`src/rtl/mmio_bus_bridge.sv`:
```
// mmio_bus_bridge: decodes one CPU MMIO request onto one of N_SLAVES channels, holds it until that slave acks, then pulses Ready.
// Unmapped requests answer one cycle later with Error; define BUS_TIMEOUT_EN to bound the Ack wait to TIMEOUT_CYCLES (Error on expiry).
module mmio_bus_bridge #(
    parameter int ADDR_LENGTH    = 32,
    parameter int DATA_LENGTH    = 32,
    parameter int N_SLAVES       = 4,
    parameter logic [N_SLAVES*ADDR_LENGTH-1:0] SLAVE_BASE =
        {32'h1003_0000, 32'h1002_0000, 32'h0040_0000, 32'h1001_0000},
    parameter logic [N_SLAVES*ADDR_LENGTH-1:0] SLAVE_MASK =
        {32'hFFFF_FFF0, 32'hFFFF_FFF0, 32'hFFF0_0000, 32'hFFFF_0000},
    parameter int TIMEOUT_CYCLES = 16
) (
    input  logic                            clk,
    input  logic                            rst,
    input  logic                            MemRead,
    input  logic                            MemWrite,
    input  logic [ADDR_LENGTH-1:0]          AddrIn,
    input  logic [DATA_LENGTH-1:0]          DataIn,
    output logic [DATA_LENGTH-1:0]          DataOut,
    output logic                            Ready,
    output logic                            Error,
    output logic [ADDR_LENGTH-1:0]          AddrOut,
    output logic [DATA_LENGTH-1:0]          WDataOut,
    output logic [N_SLAVES-1:0]             Select,
    output logic                            Write,
    input  logic [N_SLAVES*DATA_LENGTH-1:0] RDataIn,
    input  logic [N_SLAVES-1:0]             Ack
);

    localparam int IDX_W = (N_SLAVES > 1) ? $clog2(N_SLAVES) : 1;

    if (N_SLAVES < 1 || N_SLAVES > 8 || TIMEOUT_CYCLES < 2 || TIMEOUT_CYCLES > 255) begin : g_bad_param
        $error("mmio_bus_bridge: N_SLAVES or TIMEOUT_CYCLES out of range");
    end

    typedef enum logic [1:0] {IDLE, ACCESS, RESP} state_t;

    state_t                  state_q;
    logic [ADDR_LENGTH-1:0]  addr_q;
    logic [DATA_LENGTH-1:0]  wdata_q;
    logic [DATA_LENGTH-1:0]  dout_q;
    logic [N_SLAVES-1:0]     sel_q;
    logic [IDX_W-1:0]        idx_q;
    logic                    write_q;
    logic                    ready_q;
    logic                    error_q;

    logic                    dec_hit;
    logic [IDX_W-1:0]        dec_idx;
    logic [N_SLAVES-1:0]     dec_oh;
    logic                    ack_sel;
    logic [DATA_LENGTH-1:0]  rdata_sel;
    logic                    tmo_expire;

    // Scan from the top so the lowest matching index is the one left standing.
    always_comb begin
        dec_hit = 1'b0;
        dec_idx = '0;
        dec_oh  = '0;
        for (int i = N_SLAVES - 1; i >= 0; i--) begin
            if ((AddrIn & SLAVE_MASK[i*ADDR_LENGTH +: ADDR_LENGTH]) ==
                SLAVE_BASE[i*ADDR_LENGTH +: ADDR_LENGTH]) begin
                dec_hit    = 1'b1;
                dec_idx    = IDX_W'(i);
                dec_oh     = '0;
                dec_oh[i]  = 1'b1;
            end
        end
    end

    assign ack_sel   = Ack[idx_q];
    assign rdata_sel = RDataIn[int'(idx_q)*DATA_LENGTH +: DATA_LENGTH];

`ifdef BUS_TIMEOUT_EN
    logic [7:0] tmo_cnt_q;
    assign tmo_expire = (tmo_cnt_q == 8'(TIMEOUT_CYCLES - 1));
`else
    assign tmo_expire = 1'b0;
`endif

    always_ff @(posedge clk or posedge rst) begin
        if (rst) begin
            state_q   <= IDLE;
            addr_q    <= '0;
            wdata_q   <= '0;
            dout_q    <= '0;
            sel_q     <= '0;
            idx_q     <= '0;
            write_q   <= 1'b0;
            ready_q   <= 1'b0;
            error_q   <= 1'b0;
`ifdef BUS_TIMEOUT_EN
            tmo_cnt_q <= '0;
`endif
        end else begin
            ready_q <= 1'b0;
            error_q <= 1'b0;
            case (state_q)
                IDLE: begin
                    if (MemRead || MemWrite) begin
                        if (dec_hit) begin
                            state_q   <= ACCESS;
                            addr_q    <= AddrIn;
                            wdata_q   <= DataIn;
                            write_q   <= MemWrite;
                            sel_q     <= dec_oh;
                            idx_q     <= dec_idx;
`ifdef BUS_TIMEOUT_EN
                            tmo_cnt_q <= '0;
`endif
                        end else begin
                            state_q <= RESP;
                            ready_q <= 1'b1;
                            error_q <= 1'b1;
                            dout_q  <= '0;
                        end
                    end
                end
                ACCESS: begin
                    // Ack is checked before expiry so a last-cycle Ack still completes cleanly.
                    if (ack_sel) begin
                        if (!write_q) begin
                            dout_q <= rdata_sel;
                        end
                        state_q <= RESP;
                        ready_q <= 1'b1;
                        sel_q   <= '0;
                        write_q <= 1'b0;
                    end else if (tmo_expire) begin
                        state_q <= RESP;
                        ready_q <= 1'b1;
                        error_q <= 1'b1;
                        sel_q   <= '0;
                        write_q <= 1'b0;
                    end else begin
`ifdef BUS_TIMEOUT_EN
                        tmo_cnt_q <= tmo_cnt_q + 8'd1;
`endif
                    end
                end
                RESP: begin
                    state_q <= IDLE;
                end
                default: begin
                    state_q <= IDLE;
                end
            endcase
        end
    end

    assign DataOut  = dout_q;
    assign Ready    = ready_q;
    assign Error    = error_q;
    assign AddrOut  = addr_q;
    assign WDataOut = wdata_q;
    assign Select   = sel_q;
    assign Write    = write_q;

endmodule

```
`config.mk`:
```
export PLATFORM = sky130hd
export DESIGN_NAME = mmio_bus_bridge
export DESIGN_NICKNAME = d
export VERILOG_FILES = /design/src/rtl/mmio_bus_bridge.sv
export SDC_FILE = /design/constraint.sdc
export NUM_CORES = 1
export LEC_CHECK = 0
export CORE_UTILIZATION = 32
export CTS_CLUSTER_DIAMETER = 100
export DETAILED_ROUTE_END_ITERATION = 10
export PLACE_DENSITY = 0.74
export SYNTH_ARGS = -nofsm -noshare
export SYNTH_HDL_FRONTEND = slang
export SYNTH_SLANG_ARGS = --single-unit
```
`constraint.sdc`:
```
create_clock -name clk -period 4.7 [get_ports clk]
set_input_delay 0.705 -clock clk [delete_from_list [all_inputs] [get_ports clk]]
set_output_delay 0.705 -clock clk [all_outputs]
set_load 0.05 [all_outputs]
```
Word-level counts from Yosys, hierarchy flattened
Cells that the tools add are included.
- order comparisons: 1
- mux-type cells: 36
- shift operators: 1
- eq/ne operators: 10
- reductions and logical operators: 7
- operator list (operator ; number):
    2-to-1 mux 32 bit ; 4
    variable part select 128 x 8 -> 32 bit ; 1
    one-hot mux 32 bit (2 select lines) ; 1
    == test 28 x 25 -> 1 bit, second input constant ; 2
    2-to-1 mux 4 bit ; 7
    == test 16 x 13 -> 1 bit, second input constant ; 1
    2-to-1 mux 2 bit ; 7
    == test 12 x 3 -> 1 bit, second input constant ; 1
    2-to-1 mux 1 bit ; 12
    inequality test 2 bit, second input constant ; 5
    one-hot mux 4 bit (2 select lines) ; 1
    AND reduction 5 bit ; 1
    one-hot mux 1 bit (2 select lines) ; 2
    one-hot mux 2 bit (2 select lines) ; 1
    AND reduction 4 bit ; 1
    < comparator 2 x 3 -> 1 bit, second input constant ; 1
    AND reduction 3 bit ; 1
    binary-select mux 1 bit (select 2 bit) ; 1
    == test 2 x 1 -> 1 bit, second input constant ; 1
    logical NOT 2 bit ; 1
    AND reduction 2 bit ; 1
    nonzero test 2 bit ; 1
    logical OR 1 bit ; 1
- logic and storage cells: 64
- input port bits: 200
- register bits after elaboration: 107

Longest topological paths before layout
Gate-level depths: netlist (run 1).
- depth after elaboration: 8
- gate-level depth with buffers: 7

Worst setup path after synthesis (run 1)
OpenSTA, ideal clock, no wires.
- path type: in2reg
- start: input AddrIn[17]
- end: register wdata_q[10], in the netlist WDataOut[10]
- arrival time: 2352 ps
- path slack: 2223 ps
- path buffers: 2
- setup time: 125 ps
- stages on the path: 7
- path through: or4b_1 -> o21a_1 -> o22ai_4 -> nand2_2 -> buf_6 -> buf_6 -> mux2_4
- longest elaborated chain between the ends: 6
- elaborated cells between the ends (all ways): 8
- classes of those cells: 3 x eq/ne; 4 x mux; 1 x reduce/logical
- RTL lines (element ; RTL line ; RTL):
    start: declaration ; 17 ; input logic [ADDR_LENGTH-1:0] AddrIn,
    == test 28 x 25 -> 1 bit ; 61 ; if ((AddrIn & SLAVE_MASK[i*ADDR_LENGTH +: ADDR_LENGTH]) ==
    2-to-1 mux 1 bit (3 in series) ; 61 ;
    2-to-1 mux 1 bit (*) ; 61 ;
    AND reduction 3 bit (no line) (*) ; n/a ;
    end signal: assignment ; 104 ; wdata_q <= DataIn;
    end: declaration ; 40 ; logic [DATA_LENGTH-1:0] wdata_q;
Every way passes the cells marked *; elsewhere a longest branch is shown, timed or not.
A chain may end at the register's enable or synchronous reset.

Worst setup path in the final report (run 1)
- start: input AddrIn[23]
- end: register wdata_q[1], in the netlist WDataOut[1]
The elaborated chain is that of the path after synthesis.

==> impl.org, run 1 <==
** Placed design
- The count of buffers added on input and output ports is 302.
- Instance count after placement with tap cells included :: a little under 800
- RePlAce Congestion :: 0.7610
- Summing all placed instances gives a cell area of 0.008140 mm².
- Detailed placement ended at an HPWL of 11770 µm.

** Die
- Die boundary height :: 126.3 µm
- Core Region :: 0.01515 mm²
- Number of placed I/O pins :: 303
- The floorplan has 45 rows.
- Overall die area :: 0.01595 mm²
- Initial core utilization :: 0.3264
- Die Wd :: 126.3 µm

** Route
- Total detailed-routing wirelength :: approximately 15000 µm
- After detailed routing, the average wire length per cell comes to 18.63 µm.
- In this run, the number of DRC markers left after iteration 0 of detailed routing was 200.
- Vias :: 4005
- Final antenna-violating net count :: 0
- Routed via count divided by cell count :: between 4 and 5
- Number of remaining DRC errors :: 0
- The first detailed-routing pass ran for 4 iterations.

** STA
- Total Neg Setup Slack :: 0 ns
- The worst pin sits at a relative slew slack of 0.3364.
- Least-Margin Pin Slew :: 0.9955 ns
- Final setup violation count :: 0
- Worst setup skew after layout :: 0.007758 ns
- Pins Over Slew Limit :: 0
- Final hold slack :: between 0.4 and 0.5 ns
- Final Critical Period :: 3.291 ns
- Of the available clock period, the critical path in the final layout requires 0.7002.
- Setup repair after global routing left no endpoint under its margin.
- Max Fclk :: roughly 300 MHz
- The number of hold-slack violations in the final timing report is 0.

** Worst setup path
- Crit path DAT :: 3.52 ns
- Slowest library cell on the worst path :: nor4_1
- In this run the worst path has a maximum fanout of 66.
- STA classifies the critical path endpoint as a flip-flop.
- Crit path launch type :: input port
- Walking the worst path, the cells encountered are clkdlybuf4s50_1 > nor4_1 > nand3_1 > o22ai_4 > nand2_4 > mux2_4.
- The cell family contributing the most delay on the critical path is simple AND/OR/NAND/NOR gates.
- The number of buffers and inverters on the critical path is 1.
- In this design, the stage delay of the slowest critical-path cell is 0.60 ns.
- The critical path in this run is classified as in2reg.
- At the worst endpoint, the required time is 4.93 ns.

** Cells and area
- Area added between synthesis and finish :: 70.16%
- In the final layout, the share of cells above drive strength 1 is 0.1828.
- Final layout net count :: 814
- After routing the design area is about 0.0084 mm².
- Non-Filler Instances :: slightly above 800
- The filler cells instantiated in the layout total around 1300.

** Power and ir drop
- Leakage power figure :: around 3.7 nW
- Dividing total power by cell area gives a power density of 227.5 mW/mm².
- VDD sags by at most 168.0 µV.

** Logic synthesis
- Area fraction of the dominant cell type after synthesis :: 0.5416
- By count the netlist is led by 107 x dfrtp_1, 33 x a22o_1, 33 x mux4_2.
- Post-synthesis instance area :: 0.004943 mm²
- Most numerous cell in the Yosys netlist :: dfrtp_1
- Mean instance size in the synthesized netlist :: 15.64 µm²
- For this run, the number of Yosys warnings is 0.
- Main flop type after synthesis :: dfrtp_1
- Fraction of synthesis flops using an asynchronous set or reset pin :: 1.000
- Number of synthesized flops with an enable pin :: 0
- Cell taking the most area after synthesis :: dfrtp_1
- Counting flops and latches in the post-synthesis netlist gives 107.
- Post-Syn Nets :: 516
- After technology mapping, the gate count stands at between 300 and 400.
- The share of the Yosys chip area taken by registers is 0.5416.
- Most area-consuming cells after synthesis :: dfrtp_1 54%, mux4_2 15%, mux2_4 8.5%
- The number of different library cells used by synthesis comes to 35.

** GRT
- Number of antenna violations at the first check in global routing :: 1
- Overflow left after global routing :: 0
- The via count of the first global-routing pass came to ~4300.
- Global-route usage over all layers :: 0.1927
- Wire length of the first global-routing pass :: 23170 µm
- Maximum number of pins on one net before global-route repair :: 67

** Outcome
- The run finished with clean final reports.

** Clock tree
- Clock transition at the registers of the reported paths :: 0.07 ns
- The number of clock buffers added by TritonCTS is 9.
- CTS tree :: done
- Total clock sinks :: around 110
- Setup repair bufs after CTS :: 0
- Counting along the longest clock path gives a buffer depth of 2.
- Number of cells upsized or downsized after cts :: 0
- The H-tree was split into 3 levels.
- Hold repair after CTS inserted 0 buffers.
- The later pin in the worst-skew pair is clocked with a latency of 0.35 ns.
- The cell sitting at the root of the clock tree is a clkbuf_16.

** Flow run
- Number of max-capacitance violations reported :: 0

** Worst hold path
- The min-delay analysis places its worst path in the category reg2reg.
## stage by stage
stage	utilization	total power, mW	setup slack [ns]
2_1_floorplan	-	1.034	1.178
5_1_grt	0.5554	1.997	1.289
4_1_cts	0.5552	1.948	1.402
3_3_place_gp	0.5375	1.230	1.133
6_report	0.5554	1.914	1.409
3_5_place_dp	0.5375	1.235	1.041
## worst paths after layout
path,depth (start not counted),endpoint,startpoint,slack [ns]
worst max-delay path,6,WDataOut[1]$_DFFE_PP0P_,AddrIn[23],1.41
worst min register to register,1,AddrOut[25]$_DFFE_PP0P_,AddrOut[25]$_DFFE_PP0P_,0.49
worst min-delay path,1,AddrOut[25]$_DFFE_PP0P_,AddrOut[25]$_DFFE_PP0P_,0.49
worst max register to register,4,WDataOut[1]$_DFFE_PP0P_,state_q[1]$_DFFE_PP0P_,2.48
max in group asynchronous,3,DataOut[9]$_DFFE_PP0P_,rst,2.97
min in group asynchronous,2,WDataOut[18]$_DFFE_PP0P_,rst,0.82
## area by class of cell
| type | count | area (µm²) | share of cell area |
|---|---|---|---|
| Clock inverter | 4 | 26.28 | 0.003124 |
| Multi-Input combinational cell | 180 | 2126 | 0.2527 |
| Timing Repair Buffer | 308 | 3068 | 0.3647 |
| Clock buffer | 11 | 242.7 | 0.02886 |
| Sequential cell | 107 | 2679 | 0.3185 |
| Tap cell | 188 | 235.2 | 0.02796 |
| Inverter | 8 | 32.53 | 0.003867 |
| Antenna cell | 1 | 2.502 | 0.0002975 |
## report_power, final
group	switching, mW	total (mW)	internal, mW
Combinational	0.0961	0.285	0.189
Sequential	0.00401	0.930	0.926
Clock	0.328	0.699	0.371
Total	0.428	1.91	1.49
## sequential cells by signal (all words and copies together) (netlist names)
register,flops
Select,4
Error,1
AddrOut,32
DataOut,32
Ready,1
idx_q,2
WDataOut,32
Write,1
state_q,2
## per-layer routing
layer | GRT usage | wire length [µm] | up-vias
li1 | - | - | 1796
met1 | 0.2257 | 5891 | 1974
met2 | 0.3217 | 7435 | 215
met3 | 0.06200 | 1282 | 20
met4 | 0.09072 | 426 | 0
met5 | 0 | 0 | -
## cell families (layout without fill, tap and decap cells)
family | after synthesis | in the layout | synth area share
flip-flops | 107 | 107 | 0.5416
multiplexers | 88 | 88 | 0.2966
AO/OA/AOI/OAI | 50 | 50 | 0.08378
AND/OR/NAND/NOR | 42 | 42 | 0.04759
buffers and inverters | 29 | 331 | 0.03037
other | 0 | 1 | 0
## worst reg2reg max path, delay by kind of cell, from the launching register on
family,cells,cell delay (ns)
and+or+nand+nor,3,1.08
DFF,1,0.45
muxes,1,0.58
## cell usage in the layout, fill, tap and decap left out, drive strengths merged, types with 2 or more instances in the layout
cell type        n
nand2b           2
nand3            2
a21oi            3
a22o            33
dfrtp          107
o21ai            3
clkinv           2
a21o             3
mux4            33
inv              9
nor4             5
nor2             6
clkbuf          11
nand4            2
clkdlybuf4s50  302
nor2b            2
buf              6
nor3             2
nand2            6
and2            11
o22ai            3
mux2            54
No activity file was read; power rests on OpenSTA's default activity.
==> inputs of run 2 (changes only) <==
- clock period: 4.7 -> 3.3 ns (I/O delays scaled with it)
==> impl.org, run 2 (same netlist as run 1, synthesis figures left out) <==
** Outcome
- Run status :: completed

** STA
- The count of endpoints failing setup in the final report is 0 (unchanged).
- Total Neg Setup Slack :: 0 ns (unchanged)
- RSZ-0062 raised after global routing :: false
- The transition time at the pin with the least slew margin is 0.7151 ns (-0.2804 ns).
- The max-slew violation total from the final report was 0 (unchanged).
- Hold Fails Final Rpt :: 0 (unchanged)
- Worst setup skew after layout :: 0.006090 ns (-0.001667 ns)
- Final Cycle Share :: 0.7980
- The relative slew slack came to 0.5223 (+0.1859).
- Final Critical Period :: 2.633 ns
- Derived from the worst setup path, the maximum achievable clock frequency is between 300 and 400 MHz.

** Clock tree
- Clock insertion delay at the later pin of the skew report :: 0.35 ns (about the same)
- Number of cells upsized or downsized after cts :: 0 (unchanged)
- CTS placed an instance of clkbuf_16 at the clock tree root.
- Number of buffers added by the clock tree synthesis step :: 9 (unchanged)
- Maximum clock path buffer count :: 2 (unchanged)
- The hold buffer count at cts is 0 (unchanged).
- The clock edge transition at the registers on the reported setup and hold paths was 0.07 ns (about the same).
- The CTS sink count was 107 (unchanged).
- TritonCTS built the clock tree.
- Setup repair bufs after CTS :: 0 (unchanged)
- The H-tree depth reported by CTS came to 3 (unchanged).

** Worst setup path
- Maximum fanout count along the critical path :: 56 (-15%)
- The critical path starts at AddrIn[16].
- STA classifies the critical path endpoint as a flip-flop.
- Start of the worst register-to-register path :: idx_q[0]$_DFFE_PP0P_
- The setup path with the least slack is of type in2reg.
- Crit path launch type :: input port
- Crit path DAT :: 2.87 ns (-0.65 ns)
- Required time at the worst-slack endpoint :: 3.54 ns (-1.39 ns)

** Route
- First-pass iteration count of the detailed router :: 4 (unchanged)
- The mean number of vias per cell came to 5.084 (+2.4%).
- Vias :: 4103 (+2.4%)
- The final wirelength is 15230 µm (+1.3%).
- The number of nets with antenna violations after detailed routing was 0 (unchanged).
- Number of remaining DRC errors :: 0 (unchanged)
- The number of violations reported at the end of detailed-routing iteration 0 was 144 (-28%).
- The post-detailed-route wirelength per cell was 18.87 µm (+1.3%).

** Die
- Number of placed I/O pins :: 303 (unchanged)
- The effective utilization at floorplan was 0.3264 (unchanged).
- The total die area is 0.01595 mm² (unchanged).
- Die boundary height :: 126.3 µm (unchanged)
- Core Region :: 0.01515 mm² (unchanged)
- The placement row count is 45 (unchanged).
- Die Wd :: 126.3 µm (unchanged)

** Cells and area
- The final antenna diode count was 0 (-1).
- The post-layout net count was 815 (+0.12%).
- Core Util, Final :: 0.5620 (+0.006609)
- Most common cell after layout, fill and taps aside :: clkdlybuf4s50_1
- The number of standard cells in the layout, taps in and fillers out came to 807 (unchanged).
- The fraction of layout instances using a drive strength above 1 is 0.1842 (+0.001320).
- Highest-count cells in the layout ignoring fill and taps :: 302 x clkdlybuf4s50_1, 106 x dfrtp_1, 33 x mux4_2, 33 x a22o_1, 28 x mux2_4
- The fill cell instance count of the final layout came to 1234 (-2.6%).
- Compared with the post-synthesis result, the final layout area differs by 72.18%.

** Power and ir drop
- The peak supply drop is 228.8 µV (+36%).
- The power density of the placed cells was 342.5 mW/mm² (+51%).
- Total power draw :: 2.915 mW (+52%)
- Leakage power figure :: 3.727 nW (+1.2%)

** Placed design
- Half-perimeter wire length after detailed placement :: 11780 µm (+0.11%)
- Instance count after placement with tap cells included :: 792 (+0.13%)
- Port buffer count :: 302 (unchanged)
- The global placer's final weighted congestion came to 0.8080 (+6.2%).

** GRT
- Global-route usage over all layers :: 0.1934 (+0.0006717)
- Number of antenna violations at the first check in global routing :: 0 (-1)
- The total overflow reported by the global router was 0 (unchanged).
- The largest net degree at the start of global routing came to 57 (-15%).
- The via count of the first global-routing pass came to 4332 (+0.37%).
- The first-pass GRT wire length is 23600 µm (+1.9%).

** Flow run
- Number of max-capacitance violations reported :: 0 (unchanged)

** Worst hold path
- The worst hold path belongs to the class reg2reg.
- The startpoint identified for the worst hold timing path is AddrOut[27]$_DFFE_PP0P_.
[run 2: cell types whose count changed in the layout (fill, tap and decap cells not counted), sizes merged]
| cell | change |
|---|---|
| buf | +1 |
| clkbuf | +1 |
| bufinv | +2 |
| clkinv | -2 |
| diode | -1 |
| inv | -1 |
[run 2: area by class of cell]
cell class                      count  area (µm²)  share of cell area
Timing Repair Buffer              309        3113              0.3657
Sequential cell                   107        2679              0.3147
Multi-Input combinational cell    180        2126              0.2497
Clock buffer                       12       256.5             0.03013
Tap cell                          188       235.2             0.02763
Clock inverter                      3       68.82            0.008085
Inverter                            8       33.78            0.003969
[run 2: worst paths after layout]
kind / to / slack (ns) / cells after the start
min in group asynchronous: AddrOut[22]$_DFFE_PP0P_ / 0.59 / 2
setup reg to reg: DataOut[8]$_DFFE_PP0P_ / 1.16 / 6
setup / recovery: WDataOut[5]$_DFFE_PP0P_ / 0.67 / 7
hold reg to reg: AddrOut[27]$_DFFE_PP0P_ / 0.49 / 1
max in group asynchronous: WDataOut[26]$_DFFE_PP0P_ / 2.03 / 3
hold / removal: AddrOut[27]$_DFFE_PP0P_ / 0.49 / 1
[run 2: routing by layer]
layer	share of wire	up-vias	GRT usage
li1	-	1804	-
met1	0.38	2067	0.2259
met2	0.51	217	0.3328
met3	0.090	15	0.06073
met4	0.018	0	0.07300
met5	0	-	0
[run 2: where the power goes]
part | internal, mW | switching (mW)
combinational | 0.273 | 0.138
clock | 0.706 | 0.474
sequential | 1.32 | 0.00545
[run 2: metrics by stage]
stage          hold WS, ns  setup WS (ns)  instance area [µm²]
6_report            0.4879         0.6667                 8512
5_1_grt             0.5143         0.5663                 8512
4_1_cts             0.4911         0.6971                 8512
3_5_place_dp        0.4703         0.3099                 8187
3_3_place_gp        0.4724         0.4038                 8187
2_1_floorplan       0.5152          1.033                 4947
[run 2: worst max-delay path: stages]
cell             delay (ns)
clkdlybuf4s50_1        0.56
or4b_1                 0.53
o21a_1                 0.26
o22ai_4                0.25
nand2_4                0.15
buf_12                 0.24
mux2_4                 0.34
==> inputs of run 3 (changes only) <==
- clock period: 3.3 -> 2.5 ns (I/O delays scaled with it)
==> impl.org, run 3 (same netlist as run 1, synthesis figures left out) <==
** Die
- The total die area is 0.01595 mm² (unchanged).
- The die span in y is 126.3 µm (unchanged).
- The overall die width came to 126.3 µm (unchanged).
- The effective utilization at floorplan is 0.3264 (unchanged).
- The placement row count came to 45 (unchanged).
- Number of placed I/O pins :: 303 (unchanged)
- Core Region :: 0.01515 mm² (unchanged)

** Cells and area
- Final layout net count :: 825 (+1.2%)
- Most common cell after layout, fill and taps aside :: clkdlybuf4s50_1
- Area added between synthesis and finish :: 73.32%
- Area of combinational cells with multiple inputs :: 0.002126 mm² (unchanged)
- Final Instance Area :: 0.008568 mm² (+0.66%)
- The fill cell instance count of the final layout was 1234 (unchanged).
- The fraction of layout instances using a drive strength above 1 was 0.1940 (+0.009791).
- Area occupied by registers :: 0.002679 mm² (unchanged)
- Highest-count cells in the layout ignoring fill and taps :: 302 x clkdlybuf4s50_1, 106 x dfrtp_1, 33 x mux4_2, 33 x a22o_1, 28 x mux2_4

** STA
- Total Neg Setup Slack :: 0 ns (unchanged)
- The maximum clock skew at final layout was 0.009755 ns (+0.003664 ns).
- Hold Fails Final Rpt :: 0 (unchanged)
- Slew HR :: 0.5161 (-0.006162)
- Worst setup slack after layout :: 0.2062 ns (-0.4605 ns)
- Setup repair after global routing left no endpoint under its margin.
- The transition time at the pin with the least slew margin is 0.7219 ns (+0.006814 ns).
- Final Critical Period :: 2.294 ns
- In the finished design, the share of the clock period the worst path needs comes to 0.9175.
- Final setup violation count :: 0 (unchanged)
- Pins Over Slew Limit :: 0 (unchanged)
- Max Fclk :: between 400 and 500 MHz

** Worst setup path
- Depth of the worst register-to-register path :: 6 (unchanged)
- The highest net fanout along the worst path came to 46 (-18%).
- Required time at the worst-slack endpoint :: 2.73 ns (-0.81 ns)
- By instance count, the cell type seen most on the critical path is buf_4.
- The endpoint arrival time on the critical path was 2.52 ns (-0.35 ns).
- Among cell families on the critical path, the largest total delay comes from buffers and inverters.
- The number of cells on the critical path is 9 (+2).
- Critical Path End Type :: flip-flop
- The number of buffers and inverters on the critical path came to 4 (+2).
- Slowest library cell on the worst path :: clkdlybuf4s50_1
- Critical setup path kind :: in2reg
- Walking the worst path, the cells encountered are clkdlybuf4s50_1 > buf_4 > nor4_1 > buf_4 > nand4_1 > o22ai_4 > nand2_4 > buf_12 > mux2_4.
- STA classifies the critical path startpoint as an input port.
- Startpoint of the most critical setup path :: AddrIn[19]
- The maximum cell stage delay along the critical path was 0.44 ns (-0.12 ns).
- In this run the critical register-to-register path is launched from idx_q[0]$_DFFE_PP0P_.

** GRT
- The first-pass GRT wire length is 23120 µm (-2.0%).
- Global-route usage over all layers :: 0.1896 (-0.003791)
- Number of antenna violations at the first check in global routing :: 1 (+1)
- The largest net degree at the start of global routing was 47 (-18%).
- Overflow left after global routing :: 0 (unchanged)
- The via count of the first global-routing pass is 4296 (-0.83%).

** Power and ir drop
- The sequential power share came to 0.487 (+0.033).
- Clock power share :: 0.360 (-0.045)
- The net switching power came to 0.7824 mW (+27%).
- The peak supply drop was 265.6 µV (+16%).
- The cell internal power dissipation is 2.809 mW (+22%).
- The power density of the placed cells came to 419.1 mW/mm² (+22%).
- The leakage power figure came to 3.757 nW (+0.82%).
- The switching portion of total power was 0.2179 (+0.005883).
- The part of the power in combinational logic is 0.154 (+0.013).

** Outcome
- Run status :: completed

** Placed design
- Place WS :: -0.1425 ns (-0.4524 ns)
- The count of input and output buffers came to 302 (unchanged).
- The global placer's final weighted congestion came to 0.8111 (+0.38%).
- The HPWL after detailed placement is 11800 µm (+0.17%).
- Post-detailed-placement cell area :: 0.008299 mm² (+1.4%)

** Route
- The mean number of vias per cell is 4.899 (-3.7%).
- The final wirelength came to 15070 µm (-1.0%).
- First-pass iteration count of the detailed router :: 4 (unchanged)
- The routed via count was 4012 (-2.2%).
- The number of violations reported at the end of detailed-routing iteration 0 came to 132 (-8.3%).
- The count of unresolved DRC violations after routing is 0 (unchanged).
- Final antenna-violating net count :: 0 (unchanged)
- The post-detailed-route wirelength per cell came to 18.40 µm (-2.5%).

** Clock tree
- Buffer type at the clock tree root :: clkbuf_16
- TritonCTS built the clock tree.
- Setup repair bufs after CTS :: 0 (unchanged)
- Total clock sinks :: 107 (unchanged)
- H-tree level count :: 3 (unchanged)
- Clock insertion delay at the later pin of the skew report :: 0.34 ns (about the same)
- The number of clock buffers inserted by TritonCTS is 9 (unchanged).
- Number of cells upsized or downsized after cts :: 0 (unchanged)
- Number of buffers inserted for hold repair after clock tree synthesis :: 0 (unchanged)
- Maximum clock path buffer count :: 2 (unchanged)
- Clock transition at the registers of the reported paths :: 0.07 ns (about the same)

** Worst hold path
- The worst hold path belongs to the class in2async.

** Flow run
- The count of max-cap constraint violations was 0 (unchanged).
## run 3: changes by cell type in the layout (fill, tap and decap cells not counted)
cell and delta:
inv_6 -1, clkinv_4 +1, clkbuf_8 -1, buf_12 +3, clkbuf_1 +2, clkinv_2 +1, bufinv_16 -2, diode_2 +2
buf_4 +7
## run 3: layer usage
layer	vias to the layer above	GRT usage	wire length, µm
li1	1827	-	-
met1	1974	0.2210	5872
met2	196	0.3230	7557
met3	15	0.06326	1393
met4	0	0.07371	249
met5	-	0	0
## run 3: final timing paths
path	to	slack (ns)
worst min-delay path	WDataOut[28]$_DFFE_PP0P_	0.46
worst min register to register	AddrOut[23]$_DFFE_PP0P_	0.49
max in group asynchronous	AddrOut[20]$_DFFE_PP0P_	1.38
worst max-delay path	WDataOut[2]$_DFFE_PP0P_	0.21
min in group clk	AddrOut[23]$_DFFE_PP0P_	0.49
worst max register to register	DataOut[0]$_DFFE_PP0P_	0.28
## run 3: area by class of cell
cell class	count	area share
antenna	2	0.0005841
clock inverter	2	0.001606
sequential	107	0.3126
timing repair buffer	319	0.3765
inverter	8	0.003943
clock buffer	13	0.02921
multi-input combinational	180	0.2481
tap	188	0.02745
## run 3: metrics by stage
stage,util,instances,hold slack (ns),total power [mW]
after floorplan,-,316,0.4641,1.944
after global placement,0.5480,802,0.4715,2.329
after detailed placement,0.5480,802,0.4706,2.336
after CTS,0.5654,817,0.4774,3.643
after global routing,0.5657,819,0.5059,3.741
final,0.5657,819,0.4599,3.591
## run 3: worst register-to-register path, stage by stage, from the launching register on
cell and delay [ns]:
dfrtp_2 0.43, mux4_2 0.40, a22o_1 0.19, o21ai_0 0.14, nor3_2 0.57, buf_12 0.25, a22o_1 0.16
## run 3: power groups by stage
stage               clock, mW  combinational (mW)  sequential [mW]
finish                   1.29               0.552             1.75
global placement            0               0.550             1.78
floorplan                   0               0.137             1.81
global route             1.41               0.588             1.75
detailed placement          0               0.556             1.78
CTS                      1.34               0.560             1.75
